### src/rtl/shift_pipeline_arbiter.sv
`default_nettype none
// ============================================================================
// shift_pipeline_arbiter: two-requester round-robin front end for a fixed-
// latency left-shift pipeline, with owner tags returned alongside results.
// Revision: 1.0
// ============================================================================
module shift_pipeline_arbiter #(
   parameter int DATA_W  = 8,
   parameter int WIDTH_W = 3,
   parameter int LATENCY = 3
) (
   input  logic               CLK,
   input  logic               RST,
   input  logic               req0_valid,
   output logic               req0_ready,
   input  logic [DATA_W-1:0]  req0_data,
   input  logic [WIDTH_W-1:0] req0_width,
   input  logic               req1_valid,
   output logic               req1_ready,
   input  logic [DATA_W-1:0]  req1_data,
   input  logic [WIDTH_W-1:0] req1_width,
   output logic [DATA_W-1:0]  sh_a,
   output logic [WIDTH_W-1:0] sh_width,
   input  logic [DATA_W-1:0]  sh_result,
   output logic               rsp0_valid,
   output logic               rsp1_valid,
   output logic [DATA_W-1:0]  rsp_data,
   output logic               busy
);

   logic               ptr_q, ptr_d;
   logic [LATENCY-1:0] vld_q, vld_d;
   logic [LATENCY-1:0] id_q,  id_d;
   logic               gnt0, gnt1;

   always_comb begin
      gnt0  = 1'b0;
      gnt1  = 1'b0;
      ptr_d = ptr_q;
      vld_d = '0;
      id_d  = '0;

      // ptr names the winner only when both requesters contend
      if (!RST) begin
         if (req0_valid && (!req1_valid || !ptr_q))
            gnt0 = 1'b1;
         else if (req1_valid)
            gnt1 = 1'b1;
      end

      if (gnt0)
         ptr_d = 1'b1;
      else if (gnt1)
         ptr_d = 1'b0;

      vld_d[0] = gnt0 | gnt1;
      id_d[0]  = gnt1;
      for (int i = 1; i < LATENCY; i++) begin
         vld_d[i] = vld_q[i-1];
         id_d[i]  = id_q[i-1];
      end
   end

   always_ff @(posedge CLK) begin
      if (RST) begin
         ptr_q <= 1'b0;
         vld_q <= '0;
         id_q  <= '0;
      end else begin
         ptr_q <= ptr_d;
         vld_q <= vld_d;
         id_q  <= id_d;
      end
   end

   assign req0_ready = gnt0;
   assign req1_ready = gnt1;

   always_comb begin
      sh_a     = '0;
      sh_width = '0;
      if (gnt0) begin
         sh_a     = req0_data;
         sh_width = req0_width;
      end else if (gnt1) begin
         sh_a     = req1_data;
         sh_width = req1_width;
      end
   end

   // Responses are suppressed while reset is held so pre-reset ops never report
   assign rsp0_valid = !RST && vld_q[LATENCY-1] && !id_q[LATENCY-1];
   assign rsp1_valid = !RST && vld_q[LATENCY-1] &&  id_q[LATENCY-1];
   assign rsp_data   = sh_result;
   assign busy       = |vld_q;

endmodule
`default_nettype wire

### config.mk
export PLATFORM = sky130hd
export DESIGN_NAME = shift_pipeline_arbiter
export DESIGN_NICKNAME = d
export VERILOG_FILES = /design/src/rtl/shift_pipeline_arbiter.sv
export SDC_FILE = /design/constraint.sdc
export NUM_CORES = 1
export LEC_CHECK = 0
export CAP_MARGIN = 20
export CORE_MARGIN = 2
export CORE_UTILIZATION = 33
export DETAILED_ROUTE_END_ITERATION = 16
export MAX_ROUTING_LAYER = met4
export PLACE_DENSITY_LB_ADDON = 0.25
export SYNTH_ARGS = -nofsm -noshare
export SYNTH_HDL_FRONTEND = slang
export SYNTH_SLANG_ARGS = --single-unit
### constraint.sdc
create_clock -name CLK -period 2.2 [get_ports CLK]
set_input_delay 0.22 -clock CLK [delete_from_list [all_inputs] [get_ports CLK]]
set_output_delay 0.22 -clock CLK [all_outputs]
set_load 0.02 [all_outputs]
## After elaboration in Yosys (flattened, before gate mapping)

Index checks and enable logic that the tools add are counted.

- Reductions and logical operators: 11
- Muxes and demuxes: 11
- Bitwise gates (word level): 1

Operator list:

| cell | number |
|---|---|
| two-way mux 8 bit | 2 |
| two-way mux 1 bit | 7 |
| two-way mux 3 bit | 2 |
| logical AND 1 bit | 4 |
| logical NOT 1 bit | 4 |
| OR reduction 3 bit | 1 |
| nonzero test 2 bit | 1 |
| logical OR 1 bit | 1 |
| OR 1 bit | 1 |

- Flip-flop bits (word level): 7
- Word-level logic and storage cells: 26
- Output and inout bits: 24

## Depth between registers and ports, before layout

- Depth in word-level cells: 7
- Gate-level depth with buffers: 3
- Gate-level depth less buffers: 2

## Worst setup path after synthesis

No wires, ideal clock.

- Path type: reg-to-output
- Start: register ptr_q
- End: output port sh_a[6]
- Stages on the path, launching flop included: 3
- Path buffers: 0
- Slack: 937 ps
- Data required time: 1,980 ps
- Arrival time: 1,043 ps
- Path through: dfxtp_1 -> nor2b_4 -> o32ai_1

- Longest elaborated chain between the ends: 7

Ends and longest elaborated chain:

| item | line | source |
|---|---|---|
| start, declared | 31 | `logic ptr_q, ptr_d;` |
| start signal, assigned | 70 | `ptr_q <= ptr_d;` |
| logical NOT 1 bit (*) | 45 | `if (req0_valid && (!req1_valid \|\| !ptr_q))` |
| logical OR 1 bit (*) | 45 |  |
| logical AND 1 bit (*) | 45 |  |
| two-way mux 1 bit | 45 |  |
| two-way mux 1 bit | 44 | `if (!RST) begin` |
| two-way mux 8 bit | 85 | `end else if (gnt1) begin` |
| two-way mux 8 bit (*) | 82 | `if (gnt0) begin` |
| end, declared | 22 | `output logic [DATA_W-1:0] sh_a,` |

Mark *: on every way between the ends. The rest lies on a longest branch, timed or not.

## Final worst setup path

- Start: input port req0_valid
- End: output port sh_a[0]

- Longest elaborated chain between the ends: 5

Ends and longest elaborated chain:

| item | line | source |
|---|---|---|
| start, declared | 14 | `input logic req0_valid,` |
| logical AND 1 bit (*) | 45 |  |
| two-way mux 1 bit | 45 |  |
| two-way mux 1 bit | 44 |  |
| two-way mux 8 bit | 85 |  |
| two-way mux 8 bit (*) | 82 |  |

Marks and branches as above.

==> results.md <==
* Final min period at 2080 ps
* Via count at 599
* Core Area at 0.00194 mm²
* Peak Freq at 0.482 GHz
* Largest net degree at the start of global routing at 18
* CTS Buf Count at 3
* RePlAce Congestion at 0.643
* Peak supply drop at 179 µV
* Max-slew violations at 0
* Starting Density at 0.345
* DR WL/cell at 10.5 µm
* Startpoint types: input port
* Final WS setup at 124 ps
* DPL Wire Length at 1150 µm
* Port Buffers at 41
* CTS sink cnt at 7
* Largest delay contributor family on the critical path: buffers and inverters
* Post-CTS repair timing setup buffer count at 0
* Worst-Skew Late Latency at 240 ps
* Vias in the first global route at 583
* Pwr per Cell Area at 408 mW/mm²
* Chip width at 49.1 µm
* DRC at 0
* DP Worst Slack at 116 ps
* Gr usage total at 0.122
* Crit. End Element: output port
* N_diodes at 0
* Hold Buf Count CTS at 0
* Worst-path maximum fanout at 6
* First-pass GRT wire length at 2270 µm
* Worst r2r src: ptr_q$_SDFFE_PP0P_
* Crit-path slowest cell: clkdlybuf4s50_1
* Share of cells above drive strength 1 at 0.189
* Register bit count reported by yosys at 7
* # H-tree levels at 1
* Beginning of the worst hold path: id_q[0]$_SDFF_PP0_
* YS warnings at 0
* Syn Area/Cell at 9.45 µm²
* IO Count at 58
* Via density at 4.50
* Post-CTS sizing at 0
* Post-Syn Nets at 105
* Worst Path Required at 1980 ps
* Max Cap Viol at 0
* Final hold violation count at 0
* Crit path buffers/inverters at 3
* Clock transition at path regs at 50 ps
* Initial drt markers at 3
* Synthesized instance count at 71
* CTS tree: yes
* P&R area growth vs syn at 56.5%
* RSZ-0062 raised after global routing: no
* Chip height at 49.1 µm
* Maximum root-to-sink buffer count at 2
* Number of library cell types mapped by synthesis at 18
* Pre-antenna DRT Iters at 4
* Leak at 0.379 nW
* FP Rows at 16
* Tightest Pin Transition at 307 ps
* Slew HR at 0.795
* Status: finished clean
* Worst Skew at 0.555 ps
* Final Cycle Share at 0.944
* Maximum cell stage delay along the critical path at 640 ps
* CP most frequent cell: clkdlybuf4s50_1
* Setup crit start: req0_valid
* Register area share after synthesis at 0.209
* Placed inst area at 0.00102 mm²
* Remaining antenna violation count after routing at 0
* Layout Nets at 141
* Global route overflow at 0
* Setup CP Type: input port to output port
* Worst-path cell chain: clkdlybuf4s50_1 > nor2b_4 > buf_4 > o32ai_2 > clkdlybuf4s50_1
* CTS root buffer: clkbuf_4
* Synthesized area at 671 µm²
* Routed WL at 1390 µm
* Worst Path Arrival at 1860 ps
* Finished Cell Area at 0.00105 mm²
* Setup total negative slack at 0 ps
* Min-Delay Path Class: register to register
* Setup Viol. Count Final at 0
* Die Area at 0.00241 mm²
* Antenna violations before repair at 0
## path summary, 6_finish.rpt
kind / endpoint / slack [ps] / cells after the start
max: sh_a[0] / 120 / 5
min: id_q[1]$_SDFF_PP0_ / 430 / 1
max reg2reg: ptr_q$_SDFFE_PP0P_ / 1270 / 3
min reg2reg: id_q[1]$_SDFF_PP0_ / 430 / 1
## cell families (layout without fill, tap and decap cells)
| logic type | Yosys count | count (layout) | synth area share |
|---|---|---|---|
| compound gates | 13 | 13 | 0.263 |
| buf+inv | 15 | 50 | 0.187 |
| flops | 7 | 7 | 0.209 |
| simple gates | 36 | 36 | 0.341 |
## Yosys cell counts
master / count / share of area
a21bo_2: 1 / 0.015
and2b_2: 1 / 0.013
and3b_1: 1 / 0.013
buf_2: 1 / 0.0075
buf_4: 8 / 0.090
buf_6: 5 / 0.084
dfxtp_1: 7 / 0.21
inv_2: 1 / 0.0056
nand2b_1: 22 / 0.21
nor2_1: 3 / 0.017
nor2b_1: 4 / 0.037
nor2b_4: 1 / 0.021
nor3_1: 2 / 0.015
nor3b_1: 1 / 0.011
o21ba_2: 1 / 0.015
o32ai_1: 3 / 0.039
o32ai_2: 8 / 0.19
or3_1: 1 / 0.0093
## layout by cell type (no fill, tap or decap), types with 2 or more instances in the layout
master	netlist	layout
buf_4	8	4
clkdlybuf4s50_1	0	41
o32ai_1	3	3
nor2_1	3	3
nor2b_1	4	4
clkbuf_4	0	3
dfxtp_1	7	7
o32ai_2	8	8
nor3_1	2	2
nand2b_1	22	22
## area by class of cell
cell class,count,area [µm²]
fillers,197,892
repair buffers,45,440
well taps,27,33.8
flip-flops and latches,7,140
inverters,1,3.75
clock buffers,4,26.3
multi-input cells,49,405
## sequential cells by signal (all words and copies together) (netlist names)
register and count:
id_q 3, vld_q 3, ptr_q 1
## layer usage
layer / vias up / GRT usage / part of all wire
met5: - / - / 0
met4: 0 / 0.0476 / 0
met3: 0 / 0.0276 / 0.068
met2: 27 / 0.216 / 0.50
met1: 264 / 0.129 / 0.43
li1: 308 / - / -
## through the flow
| stage | util | total power (W) | std cells | hold slack (ps) |
|---|---|---|---|---|
| global route | 0.541 | 0.000457 | 133 | 440 |
| floorplan | - | 0.000258 | 71 | 336 |
| detailed placement | 0.527 | 0.000320 | 129 | 420 |
| CTS | 0.541 | 0.000437 | 133 | 432 |
| global placement | 0.527 | 0.000319 | 129 | 420 |
| finish | 0.541 | 0.000428 | 133 | 432 |
## power breakdown
group | internal (W) | total [W] | switching, W
clock network | 0.0000689 | 0.000112 | 0.0000431
logic | 0.000105 | 0.000180 | 0.0000744
registers | 0.000133 | 0.000136 | 0.00000314
total | 0.000307 | 0.000428 | 0.000121
Note: power is estimated with default switching activity, not from simulation.
